===== src/rtl/reset_conditioner.sv =====
// reset_conditioner
//   Turns the raw active-low board button into two outputs in the clk_i domain:
//   a clean active-low reset for downstream logic and a one-cycle press event.
//   The button passes through a 2-flop synchroniser and a counter debouncer.
//   A small FSM then holds the reset low for a stretch period after reset
//   release and after each button release.
//
//   Optional feature macro: LONG_PRESS_EN
//     defined   - a press asserts reset only after LongPressCycles of debounced
//                 hold; short presses only pulse press_o (adds HELD + lp_cnt)
//     undefined - every debounced press drops rst_no on the following cycle
//
// Parameters
//   DebounceCycles   cycles btn must be stable before it registers
//   StretchCycles    cycles rst_no is held low after reset / button release
//   LongPressCycles  debounced hold time that triggers reset (LONG_PRESS_EN)
//
// Ports
//   clk_i    in  system clock
//   rst_i    in  synchronous active-high reset
//   btn_ni   in  raw button, active-low, asynchronous to clk_i
//   rst_no   out conditioned active-low reset, registered
//   press_o  out one-cycle pulse on each debounced press (btn_db 1->0)
module reset_conditioner #(
  parameter int unsigned DebounceCycles  = 500_000,
  parameter int unsigned StretchCycles   = 1024,
  parameter int unsigned LongPressCycles = 50_000_000
) (
  input  logic clk_i,
  input  logic rst_i,
  input  logic btn_ni,
  output logic rst_no,
  output logic press_o
);

  if (DebounceCycles == 0 || StretchCycles == 0 || LongPressCycles == 0) begin : g_param_check
    $error("reset_conditioner: cycle count parameters must be nonzero");
  end

  localparam int unsigned DW = $clog2(DebounceCycles + 1);
  localparam int unsigned SW = $clog2(StretchCycles + 1);
  localparam logic [DW-1:0] DB_LAST = DW'(DebounceCycles - 1);
  localparam logic [SW-1:0] ST_LAST = SW'(StretchCycles - 1);

`ifdef LONG_PRESS_EN
  localparam int unsigned LW = $clog2(LongPressCycles + 1);
  localparam logic [LW-1:0] LP_LAST  = LW'(LongPressCycles - 1);
  // The cycle that enters HELD already sees btn_db low, so it counts as one.
  localparam logic [LW-1:0] LP_FIRST = (LongPressCycles > 1) ? LW'(1) : '0;

  typedef enum logic [2:0] {
    STRETCH = 3'b001,
    RUN     = 3'b010,
    HELD    = 3'b100
  } state_e;

  logic [LW-1:0] lp_cnt_q, lp_cnt_d;
`else
  typedef enum logic [1:0] {
    STRETCH = 2'b01,
    RUN     = 2'b10
  } state_e;
`endif

  state_e        state_q, state_d;
  logic          s1_q, s1_d;
  logic          sync_q, sync_d;
  logic          db_q, db_d;
  logic [DW-1:0] db_cnt_q, db_cnt_d;
  logic [SW-1:0] st_cnt_q, st_cnt_d;
  logic          rst_n_q, rst_n_d;
  logic          press_q, press_d;

  always_comb begin
    s1_d     = btn_ni;
    sync_d   = s1_q;
    db_d     = db_q;
    db_cnt_d = '0;
    state_d  = state_q;
    st_cnt_d = st_cnt_q;
`ifdef LONG_PRESS_EN
    lp_cnt_d = lp_cnt_q;
`endif

    // Debounce: the terminal compare doubles as the saturation limit.
    if (sync_q != db_q) begin
      if (db_cnt_q == DB_LAST) begin
        db_d = sync_q;
      end else begin
        db_cnt_d = db_cnt_q + 1'b1;
      end
    end

    press_d = db_q & ~db_d;

    case (state_q)
      STRETCH: begin
        // Advance only when btn_db is high both before and after this cycle's
        // debounce update, so a press landing on terminal count keeps STRETCH.
        if (!(db_q && db_d)) begin
          st_cnt_d = '0;
        end else if (st_cnt_q == ST_LAST) begin
          st_cnt_d = '0;
          state_d  = RUN;
        end else begin
          st_cnt_d = st_cnt_q + 1'b1;
        end
      end
      RUN: begin
        // press_q marks the btn_db falling edge of the previous cycle.
        if (press_q) begin
`ifdef LONG_PRESS_EN
          state_d  = HELD;
          lp_cnt_d = LP_FIRST;
`else
          state_d  = STRETCH;
          st_cnt_d = '0;
`endif
        end
      end
`ifdef LONG_PRESS_EN
      HELD: begin
        if (db_q) begin
          state_d  = RUN;
          lp_cnt_d = '0;
        end else if (lp_cnt_q == LP_LAST) begin
          state_d  = STRETCH;
          st_cnt_d = '0;
          lp_cnt_d = '0;
        end else begin
          lp_cnt_d = lp_cnt_q + 1'b1;
        end
      end
`endif
      default: begin
        state_d  = STRETCH;
        st_cnt_d = '0;
      end
    endcase

    rst_n_d = (state_d != STRETCH);
  end

  always_ff @(posedge clk_i) begin
    if (rst_i) begin
      s1_q     <= 1'b1;
      sync_q   <= 1'b1;
      db_q     <= 1'b1;
      db_cnt_q <= '0;
      st_cnt_q <= '0;
      state_q  <= STRETCH;
      rst_n_q  <= 1'b0;
      press_q  <= 1'b0;
`ifdef LONG_PRESS_EN
      lp_cnt_q <= '0;
`endif
    end else begin
      s1_q     <= s1_d;
      sync_q   <= sync_d;
      db_q     <= db_d;
      db_cnt_q <= db_cnt_d;
      st_cnt_q <= st_cnt_d;
      state_q  <= state_d;
      rst_n_q  <= rst_n_d;
      press_q  <= press_d;
`ifdef LONG_PRESS_EN
      lp_cnt_q <= lp_cnt_d;
`endif
    end
  end

  assign rst_no  = rst_n_q;
  assign press_o = press_q;

endmodule

===== config.mk =====
export PLATFORM = sky130hd
export DESIGN_NAME = reset_conditioner
export DESIGN_NICKNAME = d
export VERILOG_FILES = /design/src/rtl/reset_conditioner.sv
export SDC_FILE = /design/constraint.sdc
export NUM_CORES = 1
export LEC_CHECK = 0
export ABC_AREA = 1
export CAP_MARGIN = 20
export CORE_ASPECT_RATIO = 0.75
export CORE_MARGIN = 2
export CORE_UTILIZATION = 39
export CTS_BUF_LIST = sky130_fd_sc_hd__clkbuf_4
export DETAILED_ROUTE_END_ITERATION = 6
export HOLD_SLACK_MARGIN = 0.02
export PLACE_DENSITY = 0.55
export SYNTH_ARGS = -nofsm -noshare
export SYNTH_HDL_FRONTEND = slang
export SYNTH_SLANG_ARGS = --single-unit

===== constraint.sdc =====
create_clock -name clk_i -period 2.4 [get_ports clk_i]
set_input_delay 0.24 -clock clk_i [delete_from_list [all_inputs] [get_ports clk_i]]
set_output_delay 0.24 -clock clk_i [all_outputs]
set_load 0.005 [all_outputs]

* Word level (Yosys, flattened, before mapping)
Cells that the tools add are included.
Word-level totals: input bits 3, register bits 37, output and inout port bits 2, word-level logic and storage cells 32
Operators by class: muxes and demuxes 10, equality and inequality tests 7, bitwise logic cells 3, add/subtract/negate cells 2, reductions and logical operators 2
Operator list (number):
- $mux 11 | 3
- $pmux 11 s2 | 1
- $add 19x1->19 const B | 1
- $eq 19x19->1 const B | 1
- $add 11x1->11 const B | 1
- $eq 11x10->1 const B | 1
- $mux 2 | 3
- $pmux 2 s2 | 1
- $reduce_or 3->1 | 1
- $eq 2x1->1 const B | 1
- $eq 2x2->1 const B | 1
- $mux 1 | 2
- $ne 2x1->1 const B | 1
- $ne 2x2->1 const B | 1
- $not 1->1 | 2
- $and 1x1->1 | 1
- $logic_and 1x1->1 | 1
- $ne 1x1->1 | 1

* Depth between registers and ports, before layout
depth after elaboration 7, depth in mapped cells 9, gate-level depth less buffers 9

* Least setup slack after synthesis
OpenSTA, ideal clock, no wires.
path type register to register, start point register state_q[0], end point register st_cnt_q[7], required time 2335 ps, arrival 1392 ps, period minus slack after synthesis 1457 ps, stages on the path, launching flop included 10, library setup time 65 ps, setup slack 943 ps, path through dfxtp_1 inv_1 ha_1 nand2_2 clkinv_1 nor2_1 nand2_1 nor2_1 nor2_1 nor2_1
Between the ends: cells in the longest elaborated chain, start to end 2
RTL lines:
- from (decl) | line 65 | state_e state_q, state_d;
- from (signal assigned) | line 163 | state_q <= state_d;
- $eq 2x2->1 / $eq 2x1->1 (equally long branches) | line 96 | case (state_q)
- $pmux 11 s2 / $ne 2x2->1 (equally long branches)
- to (signal assigned) | line 162 | st_cnt_q <= st_cnt_d;
- to (decl) | line 70 | logic [SW-1:0] st_cnt_q, st_cnt_d;
Several ways; a longest one is shown, not always the timed one. A chain may end at the register's enable or synchronous reset.

* Worst setup path after layout
Ends and elaborated chain as after synthesis.

==> impl_metrics.toml <==
[run_status]
status = "completed"

[cts]
cts_htree_levels = 2
clk_transition_reported_paths_ns = 0.12
cts-root-buf = "clkbuf_4"
ctsResizeCount = 0
insertion_delay_ns = 0.34
cts.path.max_buffers = 2
cts.sink_count = 37
cts_hold_buffers = 0
numCtsBuffers = 5
cts_setup_buffers = 0
cts_tree = "built"

[global_routing]
grt_max_degree = 16
grt_pass1_vias = 1435
track_usage_pct = 15.84
grt_pass1_wl_um = 6865
antenna_found_initial = 0
overflow = 0

[synth]
ys_types = 32
synth_area_per_cell_um2 = 7.142
synth_top_area_cell = "dfxtp_1"
yosys_register_bits = 37
synth_top_flop_cell = "dfxtp_1"
yosysSeqAreaShare_pct = 37.85
synth.top_cell.area_share_pct = 37.85
synth_warnings = 0
netlist_instances = 274
synthesis.area_um2 = 1957
synth_edf_count = 0
synth-async-reset-ratio_pct = 0
synth_nets = 281
synth.area.top_cells = "dfxtp_1, nand2_1, nor2_1"

[placement]
pre_cts_slack_ns = 0.5849
finalWeightedCongestion = 0.8579
port-buffer-count = 4
place_hpwl_um = 3037

[die]
num_io_pins = 5
start_util_pct = 40.16
die_h_um = 65.35
rows = 22
fp.dieW_um = 85.80
coreArea_um2 = 4872
dieArea_um2 = 5606

[power_and_ir_drop]
p_sw_mw = 0.2244
ir_drop_mv = 0.2817
p_clk_share_pct = 32.4
p_leak_nw = 0.8815
intPower_mw = 0.7527
total_power_mw = 0.9770
swShare_pct = 22.96
sequentialPowerShare_pct = 64.1
p_per_area_nw_per_um2 = 462.3
pwr-share-comb_pct = 3.5

[detailed_routing]
wirelength_um = 3967
routed_via_density = 4.729
ant_nets = 0
vias = 1622
firstDrtPassIters = 6
post-route-drc-count = 0
avgRoutedWirePerCell_um = 11.57
drt_iter0_drc = 116

[timing]
hold_slack_ns = 0.4270
setup_slack_ns = 0.5519
max_slew_margin_pct = 78.28
hold_viol = 0
fin_crit_sh_pct = 77.00
worstMarginPinSlew_ns = 0.3254
period_minus_slack_ns = 1.848
fin_skew_ns = 0.01772
timing.fmax_mhz = 541.1
rsz0062_at_grt = "no"
slew_violations = 0
finalSetupViolCount = 0
tns_ns = 0

[worst_setup_path]
cp_common_cell = "nor2_1"
path_class = "reg -> reg"
path_cells = "inv_1, ha_1, nand2_2, clkinv_1, nor2_1, nand2_1, nor2_1, nor2_1, nor2_1"
slowest_stage = "dfxtp_1"
critPathMaxFanout = 10
crit_required_ns = 2.66
slowest_delay_ns = 0.38
start_kind = "flop"
crit_path_end_kind = "flop"
worstPathArrival_ns = 2.11

[final_layout]
area_delta_synth_final_pct = 7.992
nets = 290
antenna_cells = 0
drive_gt1_share_pct = 11.31
finalCoreUtilization_pct = 43.37

[min_path]
hp-class = "reg -> reg"

[flow_run]
drv_cap = 0
[cells by family after synthesis]
kind of cell / synth area share [%]
AND/OR/NAND/NOR: 38.55
adder cells (fa/ha/maj): 2.558
buffers and inverters: 8.248
AO/OA/AOI/OAI: 7.417
XOR/XNOR: 5.371
flip-flops: 37.85
[critical path: cells and delay by family, from the launching register on]
kind | cells | cell delay [ns]
flops | 1 | 0.38
simple gates | 6 | 0.83
fa+ha+maj | 1 | 0.21
buf+inv | 2 | 0.35
[cell type report]
cell class                      count  area (µm²)
Clock inverter                      1       3.754
Tap cell                           60       75.07
Sequential cell                    37       740.7
Clock buffer                        6       45.04
Multi-Input combinational cell    195        1055
Timing Repair Buffer                5       47.55
Inverter                           39       146.4
Fill cell                         510        2759
[layout by cell type, fill, tap and decap left out, drive strengths merged, types with 2 or more instances in the layout]
master / netlist / layout
dfxtp: 37 / 37
nand4: 14 / 14
nor2: 49 / 49
xnor2: 4 / 4
nand3: 22 / 22
nand3b: 2 / 2
or2: 2 / 2
xor2: 8 / 8
nor3: 8 / 8
and3: 2 / 2
o21ai: 6 / 6
inv: 38 / 38
ha: 4 / 4
clkbuf: 2 / 6
nand2: 55 / 55
a21oi: 14 / 14
clkdlybuf4s50: 0 / 4
clkinv: 1 / 2
[path summary, 6_finish.rpt]
path / start / depth (start not counted) / slack [ns] / endpoint
worst max register to register: state_q[0]$_SDFF_PP1_ / 9 / 0.55 / st_cnt_q[7]$_SDFFE_PP0P_
worst max-delay path: state_q[0]$_SDFF_PP1_ / 9 / 0.55 / st_cnt_q[7]$_SDFFE_PP0P_
worst min-delay path: s1_q$_SDFF_PP1_ / 1 / 0.43 / sync_q$_SDFF_PP1_
worst min register to register: s1_q$_SDFF_PP1_ / 1 / 0.43 / sync_q$_SDFF_PP1_
[registers in the layout (all words and copies together) (netlist names)]
signal and cells:
sync_q 1, rst_no 1, db_q 1, st_cnt_q 11, state_q 2, press_o 1, s1_q 1, db_cnt_q 19
[metal layers]
metal,wire length [µm],vias up,GRT usage [%],share of wire (%)
met5,0,-,0,0
met4,27,0,5.357,0.68
met2,1329,32,19.34,34
met3,211,2,3.769,5.3
li1,-,901,-,-
met1,2399,687,25.81,60
[cells in the mapped netlist (5+ instances only)]
cell type	number
inv_1	35
nor2_1	45
a21oi_1	14
xor2_1	8
o21ai_0	5
nand2_2	5
nand3_1	18
dfxtp_1	37
nand2_1	50
nand4_1	13
[stage by stage]
stage               instances  area, µm²
finish                    343       2113
global route              343       2113
CTS                       343       2113
detailed placement        336       2064
global placement          336       2064
floorplan                 274       1957
[power by group through the flow]
| stage | clock [mW] | sequential (mW) | combinational, mW |
|---|---|---|---|
| 2_1_floorplan | 0 | 0.638 | 0.0237 |
| 3_3_place_gp | 0 | 0.640 | 0.0339 |
| 3_5_place_dp | 0 | 0.640 | 0.0336 |
| 4_1_cts | 0.328 | 0.626 | 0.0338 |
| 5_1_grt | 0.357 | 0.627 | 0.0379 |
| 6_report | 0.317 | 0.626 | 0.0340 |
(Power assumes the default switching activity.)
